`src/rtl/lsu_mem_stage.sv`:
```
// MEM-stage load/store unit: issues word-aligned data-memory requests with byte enables,
// formats load data and stalls the pipeline until memory acknowledges. Optional: LSU_MISALIGN_CHECK_EN.
module lsu_mem_stage (
    input  logic        clk,
    input  logic        reset,
    input  logic        MemRead,
    input  logic        MemWrite,
    input  logic [2:0]  funct3,
    input  logic [31:0] ALUResult,
    input  logic [31:0] StoreData,
    output logic        Stall,
    output logic [31:0] LoadData,
    output logic        MemDone,
    output logic        MemErr,
    output logic        dmem_req,
    output logic        dmem_we,
    output logic [31:0] dmem_addr,
    output logic [3:0]  dmem_be,
    output logic [31:0] dmem_wdata,
    input  logic [31:0] dmem_rdata,
    input  logic        dmem_ack
);
    typedef enum logic [1:0] {IDLE, BUSY, DONE} state_t;

    state_t      state_q, state_d;
    logic        req_q, req_d, we_q, we_d, err_q, err_d;
    logic [31:0] addr_q, addr_d, wdata_q, wdata_d, ld_q, ld_d;
    logic [3:0]  be_q, be_d;
    logic [2:0]  f3_q, f3_d;
    logic [1:0]  a_q, a_d;

    logic        is_op, is_st, legal, misalign;
    logic [1:0]  a;
    logic [3:0]  be_n;
    logic [31:0] wdata_n, fmt;
    logic [7:0]  byte_sel;
    logic [15:0] half_sel;

    // Request decode from the EX/MEM inputs
    always_comb begin
        is_op = MemRead | MemWrite;
        is_st = MemWrite;
        a     = ALUResult[1:0];
        case (funct3)
            3'b000, 3'b001, 3'b010: legal = 1'b1;
            3'b100, 3'b101:         legal = ~is_st;
            default:                legal = 1'b0;
        endcase
`ifdef LSU_MISALIGN_CHECK_EN
        misalign = ((funct3[1:0] == 2'b01) && a[0]) || ((funct3[1:0] == 2'b10) && (a != 2'b00));
`else
        misalign = 1'b0;
`endif
        case (funct3[1:0])
            2'b00: begin
                be_n    = 4'b0001 << a;
                wdata_n = {4{StoreData[7:0]}};
            end
            2'b01: begin
                be_n    = a[1] ? 4'b1100 : 4'b0011;
                wdata_n = {2{StoreData[15:0]}};
            end
            default: begin
                be_n    = 4'b1111;
                wdata_n = StoreData;
            end
        endcase
    end

    // Load lane selection and extension, using the attributes latched at issue
    always_comb begin
        case (a_q)
            2'b00:   byte_sel = dmem_rdata[7:0];
            2'b01:   byte_sel = dmem_rdata[15:8];
            2'b10:   byte_sel = dmem_rdata[23:16];
            default: byte_sel = dmem_rdata[31:24];
        endcase
        half_sel = a_q[1] ? dmem_rdata[31:16] : dmem_rdata[15:0];
        case (f3_q)
            3'b000:  fmt = {{24{byte_sel[7]}}, byte_sel};
            3'b001:  fmt = {{16{half_sel[15]}}, half_sel};
            3'b100:  fmt = {24'd0, byte_sel};
            3'b101:  fmt = {16'd0, half_sel};
            default: fmt = dmem_rdata;
        endcase
    end

    always_comb begin
        state_d = state_q;
        req_d   = req_q;
        we_d    = we_q;
        addr_d  = addr_q;
        be_d    = be_q;
        wdata_d = wdata_q;
        ld_d    = ld_q;
        err_d   = err_q;
        f3_d    = f3_q;
        a_d     = a_q;
        Stall   = 1'b0;
        case (state_q)
            IDLE: begin
                if (is_op) begin
                    Stall = 1'b1;
                    if (legal && !misalign) begin
                        req_d   = 1'b1;
                        we_d    = is_st;
                        addr_d  = {ALUResult[31:2], 2'b00};
                        be_d    = be_n;
                        wdata_d = wdata_n;
                        f3_d    = funct3;
                        a_d     = a;
                        err_d   = 1'b0;
                        state_d = BUSY;
                    end else begin
                        err_d   = 1'b1;
                        ld_d    = 32'd0;
                        state_d = DONE;
                    end
                end
            end
            BUSY: begin
                Stall = 1'b1;
                if (dmem_ack) begin
                    req_d = 1'b0;
                    we_d  = 1'b0;
                    if (!we_q) begin
                        ld_d = fmt;
                    end
                    state_d = DONE;
                end
            end
            DONE:    state_d = IDLE;
            default: state_d = IDLE;
        endcase
    end

    always_ff @(posedge clk) begin
        if (reset) begin
            state_q <= IDLE;
            req_q   <= 1'b0;
            we_q    <= 1'b0;
            addr_q  <= 32'd0;
            be_q    <= 4'd0;
            wdata_q <= 32'd0;
            ld_q    <= 32'd0;
            err_q   <= 1'b0;
            f3_q    <= 3'd0;
            a_q     <= 2'd0;
        end else begin
            state_q <= state_d;
            req_q   <= req_d;
            we_q    <= we_d;
            addr_q  <= addr_d;
            be_q    <= be_d;
            wdata_q <= wdata_d;
            ld_q    <= ld_d;
            err_q   <= err_d;
            f3_q    <= f3_d;
            a_q     <= a_d;
        end
    end

    assign MemDone    = (state_q == DONE);
    assign MemErr     = (state_q == DONE) && err_q;
    assign LoadData   = ld_q;
    assign dmem_req   = req_q;
    assign dmem_we    = we_q;
    assign dmem_addr  = addr_q;
    assign dmem_be    = be_q;
    assign dmem_wdata = wdata_q;
endmodule

```
`config.mk`:
```
export PLATFORM = sky130hd
export DESIGN_NAME = lsu_mem_stage
export DESIGN_NICKNAME = d
export VERILOG_FILES = /design/src/rtl/lsu_mem_stage.sv
export SDC_FILE = /design/constraint.sdc
export NUM_CORES = 1
export LEC_CHECK = 0
export BUFFER_PORTS_ARGS = -buffer_cell sky130_fd_sc_hd__buf_2
export CAP_MARGIN = 20
export CORE_MARGIN = 2
export CORE_UTILIZATION = 23
export CTS_BUF_LIST = sky130_fd_sc_hd__clkbuf_4 sky130_fd_sc_hd__clkbuf_8
export DETAILED_ROUTE_END_ITERATION = 10
export PLACE_DENSITY = 0.45
export SYNTH_ARGS = -nofsm -noshare
export SYNTH_HDL_FRONTEND = slang
export SYNTH_SLANG_ARGS = --single-unit
export TNS_END_PERCENT = 100
```
`constraint.sdc`:
```
create_clock -name clk -period 1.8 [get_ports clk]
set_input_delay 0.27 -clock clk [delete_from_list [all_inputs] [get_ports clk]]
set_output_delay 0.27 -clock clk [all_outputs]
set_load 0.1 [all_outputs]
```
After elaboration in Yosys (flattened, before gate mapping) --
Cells that the tools add are included.
Storage, ports and cells: bits in registers 108, input port bits 104
Operators by class: equality and inequality tests 17, shift operators 1, muxes and demuxes 26, bitwise operators 2, reductions and logical operators 14
Operator list (count):
- $mux W32 | 4
- $pmux W32 S2 | 2
- $pmux W32 S4 | 1
- $pmux W8 S3 | 1
- $mux W16 | 1
- $eq A3 B3 Y1 const B | 4
- $ne A2 B2 Y1 const B | 5
- $pmux W1 S2 | 4
- $pmux W4 S2 | 1
- $mux W1 | 7
- $eq A2 B1 Y1 const B | 3
- $eq A3 B1 Y1 const B | 2
- $logic_not A2 Y1 | 3
- $logic_not A3 Y1 | 2
- $mux W2 | 3
- $reduce_and A5 Y1 | 1
- $eq A2 B2 Y1 const B | 2
- $mux W4 | 1
- $pmux W2 S2 | 1
- $reduce_and A2 Y1 | 2
- $reduce_and A4 Y1 | 1
- $shl A1 B2 Y4 const A | 1
- $eq A3 B2 Y1 const B | 1
- $reduce_and A3 Y1 | 1
- other kinds (6) | 6

Logic depth before layout (Yosys ltp) --
Gate-level depths: netlist of the first run.
word-level depth 6, gate-level depth with buffers 7

Worst setup path after synthesis of the first run --
Ideal clock, no wire load.
path type register to output, start point reg state_q[1], end point out MemErr, arrival time 2795 ps, required time 1530 ps, setup slack -1265 ps, stages on the path, launching flop included 4, path buffers 1, cell sequence dfxtp_1 > buf_2 > nor2b_1 > and2_1
On the way: cells in the longest elaborated chain, start to end 2
Ends and longest elaborated chain:
- from (decl) | RTL line 25 | state_t state_q, state_d;
- from (signal assigned) | RTL line 150 | state_q <= state_d;
- $eq A2 B2 Y1
- via MemDone | RTL line 13 | output logic MemDone,
- $logic_and A1 B1 Y1 | RTL line 164 | assign MemErr = (state_q == DONE) && err_q;
- to (decl) | RTL line 14 | output logic MemErr,
The timed path passes the listed nets, and every way through them passes these cells.

Final worst setup path of the first run --
start point reg state_q[1], end point out MemErr
On the way: cells in the longest elaborated chain, start to end 2
Ends and longest elaborated chain (RTL line):
- $eq A2 B2 Y1 | 164
- $logic_and A1 B1 Y1 | 164
No other way between the ends.

==> out/qor.txt, run 1 <==
status: completed
Slew Viols, Final: 0
grt ovf: 0
Buffers on Ports: 206
# rows: 52
via count: 4580
R2R depth: 5
R2R Path End: LoadData[31]
Fin. Hold Viols: 0
initial antenna violation count: 0
CORE AREA: 20300 µm²
Final period util: 94.7%
leak pwr: 0.00280 µW
CP required: 1530 ps
Hold Path Class: in2reg
Post-Syn Instances: 562
Placed Instances: 1017
clock slew at reported path FFs: 110 ps
max layer used: met4
global-route wire length before repair: 24300 µm
Mapped Avg Cell Area: 8.50 µm²
routability cong.: 0.786
clock root buffer: clkbuf_8
RSZ-0062 raised after global routing: no
Top Ports: 209
Synth cell types: 45
final hold slack: 112 ps
worst r2r src: a_q[1]
1st-iter DRT viols: 168
Tmin final: 1700 ps
Setup crit end kind: primary output
Post-synth ARST share: 0%
pwr dens: 1030 nW/µm²
# H-tree levels: 3
ratio of cells with drive above 1 in the final layout: 36.4%
maximum vdd drop: 397 µV
WP data arrival: 1430 ps
Antenna Violating Nets Remaining: 0
synth warn: 0
DR WL/cell: 15.1 µm
vias per cell: 4.44
Max Cap Viol: 0
clock buffer depth: 2
Initial Utilization: 23.5%
critical path launch point type: flip-flop
final core occ: 32.2%
Worst Setup SP: state_q[1]
peak fanout along the critical path: 9
slew of the pin with the lowest slew margin: 521 ps
wirelength, routed: 15500 µm
DIE AREA: 21900 µm²
vias in the first global route: 4400
DRC viols: 0
Slew headroom: 65.5%
post-synthesis sequential area ratio: 45.3%
First-pass DRT Iterations: 4
cell area after synthesis: 4780 µm²
total track usage: 13.9%
worst clock skew: 15.3 ps
Critical Path End: MemErr
EDFF count, synth: 0
total CTS buffers: 9
CTS tree: built
die width: 148 µm
predominant post-synthesis flop cell: dfxtp_1
final HPWL from detailed placement: 11500 µm
Post-CTS Setup Inserts: 0
r2r setup slk: 200 ps
CP Class: reg2out
largest net degree at the start of global routing: 67
fin cells: 1032
area grow syn2layout: 36.7%
worst skew pair latency: 370 ps
die height: 148 µm
FF+latch count, synth: 108
met2 WL: 7290 µm
final net count: 862
CTS Sinks: 108
FMAX: 587 MHz
Final setup viols: 0
met3 WL: 1150 µm
Diodes inserted: 0
wl on met1: 6900 µm
-- state kept, by name, indices dropped and copies added (netlist names) --
name        flops
dmem_we         1
dmem_req        1
f3_q            3
LoadData       32
dmem_wdata     32
state_q         2
err_q           1
a_q             2
dmem_addr      30
dmem_be         4
-- worst min path at each step --
| stage | from | to | slack, ps | depth (start not counted) |
|---|---|---|---|---|
| CTS | ALUResult[11] | dmem_addr[11] | 70 | 3 |
| floorplan | funct3[2] | f3_q[2] | 410 | 2 |
| global route | ALUResult[11] | dmem_addr[11] | 90 | 3 |
| global placement | dmem_addr[2] | dmem_addr[2] | 440 | 2 |
| detailed placement | dmem_addr[2] | dmem_addr[2] | 440 | 2 |
| finish | ALUResult[31] | dmem_addr[31] | 110 | 3 |
-- synthesized netlist by cell type, types with 11 or more instances --
cell	count	area, µm²
a21oi_1	63	315
o2bb2ai_1	15	131
nand2_1	113	424
clkbuf_1	24	90.1
mux2_2	15	169
dfxtp_1	108	2160
nor2_1	31	116
nand2b_1	15	93.8
a22o_1	16	140
mux2i_1	11	110
o21ai_0	25	125
buf_2	17	85.1
-- logic make-up (layout without fill, tap and decap cells) --
group,after synthesis,count (layout),share of synthesized area [%]
and+or+nand+nor,194,194,18.2
AOI/OAI and AO/OA,174,174,25.0
DFF,108,108,45.3
buffers and inverters,59,258,5.55
muxes,26,26,5.84
other,1,2,0.0785
-- through the flow --
stage	cell area [µm²]	worst slack, ps	setup TNS (ps)	power, µW
finish	6530	95.7	0	6730
global route	6530	6.11	0	7070
CTS	6520	13.7	0	6850
detailed placement	6290	147	0	5010
global placement	6290	158	0	5010
floorplan	4790	-112	-112	4430
-- critical path: stages (launching register included) --
cell,delay (ps)
dfxtp_1,360
buf_6,150
nor2b_4,180
and2_2,180
buf_12,170
-- cells in the final DEF (no fill, tap or decap), drive strengths merged, types with 2 or more instances in the layout --
master,n
buf,233
nand2,113
dfxtp,108
a21oi,63
nor2,31
o21ai,26
a22o,16
nand2b,15
o2bb2ai,15
mux2,15
mux2i,11
inv,11
nand3b,10
a211oi,10
a311oi,10
clkbuf,9
a21boi,9
or3,8
o211ai,8
a32oi,6
nor3,6
nand3,3
bufinv,3
nor3b,2
o22ai,2
conb,2
nor2b,2
a2111oi,2
-- per-layer routing --
metal	GRT usage [%]	up-vias
li1	-	2366
met2	22.7	132
met4	3.81	0
met1	17.6	2073
met3	4.48	9
met5	0	-
-- power by group --
| part | total [µW] | switching, µW | leakage, µW | internal [µW] |
|---|---|---|---|---|
| sequential | 2650 | 94.4 | 0.000883 | 2560 |
| combinational | 2290 | 1750 | 0.00180 | 543 |
| clock | 1790 | 868 | 0.000116 | 920 |
| total | 6730 | 2710 | 0.00280 | 4020 |
-- area by class of cell --
type,instances,area [µm²]
repair buffers,233,1380
clock buffers,9,124
multi-input cells,396,2370
flip-flops and latches,108,2160
fillers,2230,13800
well taps,270,338
clock inverters,6,111
inverters,10,37.5
-- what timing repair did --
action                     CTS  global route
hold buffers                 0             0
setup endpoints to repair    0             1
resized for setup            0             2
Note: power is estimated with default switching activity, not from simulation.
==> run 2: changes to the inputs <==
- ABC_AREA: unset -> 1
- PLACE_DENSITY: 0.45 -> 0.44
==> run 2 against run 1 <==
- register-to-register slack better by 50 ps
- final area is 1.9% higher
- setup slack better by 33 ps
- fmax is 2.0% higher
- wire length is 15% higher
- sequential power is 7% higher
- first-iteration DRC count is 43% higher
- global-route usage is 0.90 points higher
==> out/qor.txt, run 2 <==
status: completed
share of the synthesized area in the top cell type: 42.1%
worst skew pair latency: 400 ps
commonest non-fill, non-tap cells in the layout: buf_2, nand2_1, nor2_1
critical path launch point type: flip-flop
CTS tree: built
post-synthesis sequential area ratio: 42.1%
Slew headroom: 64.9%
Post-synth ARST share: 0%
worst clock skew: 19.7 ps
First-pass DRT Iterations: 4
Crit path largest cell delay: 420 ps
maximum vdd drop: 475 µV
Gates resized, CTS repair: 2
Final period util: 92.9%
Setup crit end kind: primary output
leak pwr: 0.00338 µW
EDFF count, synth: 0
Mapped Avg Cell Area: 6.63 µm²
slew of the pin with the lowest slew margin: 530 ps
commonest non-fill, non-tap cell in the layout: buf_2
final HPWL from detailed placement: 12800 µm
FF+latch count, synth: 108
critical path's most frequent cell: nand2_1
clock buffer depth: 2
clock root buffer: clkbuf_8
Initial Utilization: 23.4%
hold_buf cts: 0
setup_tns: 0 ps
fin cells: 1246
synth top area cells: dfxtp_1, nand2_1, a21oi_1, nor2_1, o21ai_0
synth warn: 0
Setup WS pre-CTS: 198 ps
initial antenna violation count: 2
DRC viols: 0
Slew Viols, Final: 0
Worst Hold Depth: 3
CP Cell Sequence: inv_2 > nand2_1 > nand2_1 > inv_1 > buf_4
DR WL/cell: 14.3 µm
peak fanout along the critical path: 5
final worst slack: 128 ps
fillers: 2521
top cells by count, synth: nand2_1, nor2_1, dfxtp_1
area grow syn2layout: 29.6%
grt ovf: 0
final net count: 1064
Final setup viols: 0
Top Ports: 209
# rows: 54
vias per cell: 4.33
clock slew at reported path FFs: 120 ps
CORE AREA: 21900 µm²
WP data arrival: 1400 ps
Post-Syn Instances: 774
total CTS buffers: 9
largest net degree at the start of global routing: 59
# H-tree levels: 3
die width: 153 µm
cell area after synthesis: 5130 µm²
R2R depth: 7
Max Cap Viol: 0
r2r setup slk: 250 ps
Placed Instances: 1229
area leader, netlist: dfxtp_1
CTS Sinks: 108
Fin. Hold Viols: 0
FMAX: 598 MHz
critical path's slowest cell: dfxtp_2
DIE AREA: 23500 µm²
Post-CTS Setup Inserts: 0
Tmin final: 1670 ps
Antenna Violating Nets Remaining: 0
routability cong.: 0.774
RSZ-0062 raised after global routing: no
CP Class: reg2out
wirelength, routed: 17800 µm
total power: 8070 µW
Synth cell types: 25
vias in the first global route: 5097
Buffers on Ports: 206
die height: 153 µm
via count: 5392
predominant post-synthesis flop cell: dfxtp_1
count leader, synth: nand2_1
final core occ: 30.4%
CP required: 1530 ps
ratio of cells with drive above 1 in the final layout: 27.2%
1st-iter DRT viols: 241
global-route wire length before repair: 27700 µm
pwr dens: 1210 nW/µm²
Hold Path Class: in2reg
total track usage: 14.8%
-- run 2: changes by cell type after synthesis, moves of 16 or more --
cell,previous run,this run
a21oi_1,63,101
nand3_1,3,38
a22o_1,16,0
nand2_1,113,180
nor2_1,31,122
inv_1,10,64
o21ai_0,25,74
-- run 2: worst max-delay path: cells and delay by family, from the launching register on --
| family | cells | cell delay (ps) |
|---|---|---|
| flops | 1 | 420 |
| buf+inv | 3 | 410 |
| simple gates | 2 | 170 |
-- run 2: stage by stage --
stage	area, µm²	hold slack (ps)
finish	6650	96.6
global route	6650	78.8
CTS	6650	68.5
detailed placement	6440	453
global placement	6440	447
floorplan	5140	339
-- run 2: power by group --
group / total (µW) / internal (µW) / leakage, µW / switching, µW
Clock: 1540 / 544 / 0.000100 / 992
Sequential: 2830 / 2680 / 0.000890 / 156
Combinational: 3700 / 694 / 0.00239 / 3010
Total: 8070 / 3920 / 0.00338 / 4150
-- run 2: path summary, 6_finish.rpt --
path                                      from             end
worst max-delay path                state_q[0]           Stall
worst min-delay path             ALUResult[25]   dmem_addr[25]
worst max register to register          a_q[1]    LoadData[25]
worst min register to register  dmem_wdata[26]  dmem_wdata[26]
-- run 2: layer usage --
metal,vias up,share of wire [%],global-route usage (%)
met4,2,1.1,4.46
met3,13,7.7,4.00
met5,-,0.039,0
li1,2842,-,-
met2,169,43,21.9
met1,2366,49,20.9
-- run 2: cell families (layout without fill, tap and decap cells) --
| logic type | Yosys count | count (layout) | synth area share, % |
|---|---|---|---|
| other | 1 | 3 | 0.0731 |
| AND/OR/NAND/NOR | 353 | 353 | 27.7 |
| flip-flops | 108 | 108 | 42.1 |
| AO/OA/AOI/OAI | 190 | 190 | 19.2 |
| buffers and inverters | 122 | 312 | 10.9 |
-- run 2: cell type report --
class | instances | area (µm²) | area share (%)
diodes | 1 | 2.50 | 0.0376
clock buffers | 9 | 124 | 1.86
clock inverters | 7 | 72.6 | 1.09
inverters | 69 | 259 | 3.89
multi-input cells | 545 | 2420 | 36.4
flip-flops and latches | 108 | 2160 | 32.5
well taps | 280 | 350 | 5.27
repair buffers | 227 | 1260 | 18.9
==> run 3: changes to the inputs <==
- GPL_TIMING_DRIVEN: unset -> 0
- clock period: 1.8 -> 2.2 ns (I/O delays scaled with it)
==> run 3 against run 2 <==
- core utilization rose by 0.31 points
- sequential cell count did not move
- critical path type unchanged
- combinational power fell by 16%
- cell count rose by 2.6%
==> out/qor.txt, run 3 (synthesis results as in run 2) <==
status: completed
Setup crit end kind: primary output
critical path launch point type: flip-flop
R2R depth: 7
post-route cell area: 6720 µm²
worst skew pair latency: 390 ps
routability cong.: 0.818
Max Cap Viol: 0
slew of the pin with the lowest slew margin: 643 ps
final HPWL from detailed placement: 14900 µm
Critical Path End: Stall
commonest non-fill, non-tap cells in the layout: buf_2, nand2_1, nor2_1
global-route wire length before repair: 29800 µm
final net count: 1096
total track usage: 16.1%
FMAX: 532 MHz
commonest non-fill, non-tap cell in the layout: buf_2
hold_buf cts: 0
Post-CTS Setup Inserts: 0
Placed Instances: 1261
Final period util: 85.4%
CP Cell Sequence: inv_2 > nand2_1 > nand2_1 > inv_1 > buf_2
setup_tns: 0 ps
CP Class: reg2out
CTS tree: built
CTS Sinks: 108
Tmin final: 1880 ps
via count: 5569
Top Ports: 209
Worst Setup SP: state_q[0]
initial antenna violation count: 1
CP Buf/Inv Count: 3
clock root buffer: clkbuf_8
# rows: 54
Final setup viols: 0
WP data arrival: 1550 ps
total power: 6640 µW
# H-tree levels: 3
worst r2r src: state_q[0]
clock buffer depth: 2
DR WL/cell: 15.2 µm
RSZ-0062 raised after global routing: no
vias per cell: 4.35
Buffers on Ports: 206
total CTS buffers: 9
clock slew at reported path FFs: 120 ps
Gates resized, CTS repair: 0
worst clock skew: 14.3 ps
maximum vdd drop: 473 µV
largest net degree at the start of global routing: 20
Slew Viols, Final: 0
Slew headroom: 56.9%
area grow syn2layout: 30.9%
pwr dens: 988 nW/µm²
Post-DP Area: 6520 µm²
die height: 153 µm
Initial Utilization: 23.4%
grt ovf: 0
ratio of cells with drive above 1 in the final layout: 26.4%
CP required: 1870 ps
CP delay by family, top: buffers and inverters
vias in the first global route: 5260
DIE AREA: 23500 µm²
peak fanout along the critical path: 5
fin cells: 1279
final core occ: 30.7%
Antenna Violating Nets Remaining: 0
critical path's most frequent cell: nand2_1
critical path's slowest cell: dfxtp_1
die width: 153 µm
Hold Path Class: in2reg
Fin. Hold Viols: 0
leak pwr: 0.00340 µW
wirelength, routed: 19500 µm
R2R Path End: a_q[1]
CP Depth: 5
r2r setup slk: 550 ps
1st-iter DRT viols: 287
CORE AREA: 21900 µm²
Crit path largest cell delay: 450 ps
First-pass DRT Iterations: 5
DRC viols: 0
-- run 3: changes by cell type in the layout (fill, tap and decap cells not counted), moves of 2 or more --
| cell | before | now |
|---|---|---|
| clkinvlp_4 | 0 | 2 |
| buf_12 | 5 | 0 |
| clkbuf_1 | 0 | 27 |
| inv_6 | 3 | 1 |
| buf_2 | 204 | 217 |
| buf_4 | 18 | 5 |
| buf_6 | 0 | 9 |
-- run 3: where the power goes --
group	internal (µW)	leakage (µW)	switching (µW)
Clock	449	0.0000912	782
Combinational	582	0.00242	2520
Sequential	2190	0.000890	118
-- run 3: through the flow --
stage / hold WS [ps] / worst slack (ps)
finish: 152 / 320
global route: 122 / 210
CTS: 114 / 259
detailed placement: 451 / 116
global placement: 450 / 128
floorplan: 399 / 236
-- run 3: worst min path at each step --
stage | startpoint | end | slack, ps | depth (start not counted)
after floorplan | reset | dmem_wdata[0] | 400 | 1
after global placement | dmem_wdata[0] | dmem_wdata[0] | 450 | 2
after detailed placement | dmem_wdata[7] | dmem_wdata[7] | 450 | 2
after CTS | ALUResult[14] | dmem_addr[14] | 110 | 3
after global routing | ALUResult[13] | dmem_addr[13] | 120 | 3
final | ALUResult[13] | dmem_addr[13] | 150 | 3
-- run 3: layout make-up --
class,count,area [µm²]
Sequential cell,108,2160
Inverter,69,259
Clock inverter,6,60.1
Buffer,53,299
Antenna cell,2,5.00
Clock buffer,10,131
Tap cell,280,350
Timing Repair Buffer,206,1030
Fill cell,2532,15200
Multi-Input combinational cell,545,2420
-- run 3: layer usage --
metal  wire, µm  GRT usage [%]
met1       8960           21.2
met2       8620           25.3
met3       1750           6.24
met4        136           3.06
met5          0              0
-- run 3: worst min-delay path, cell delays in order --
cell	delay (ps)
buf_2	70
nor2_1	30
nor2_1	80
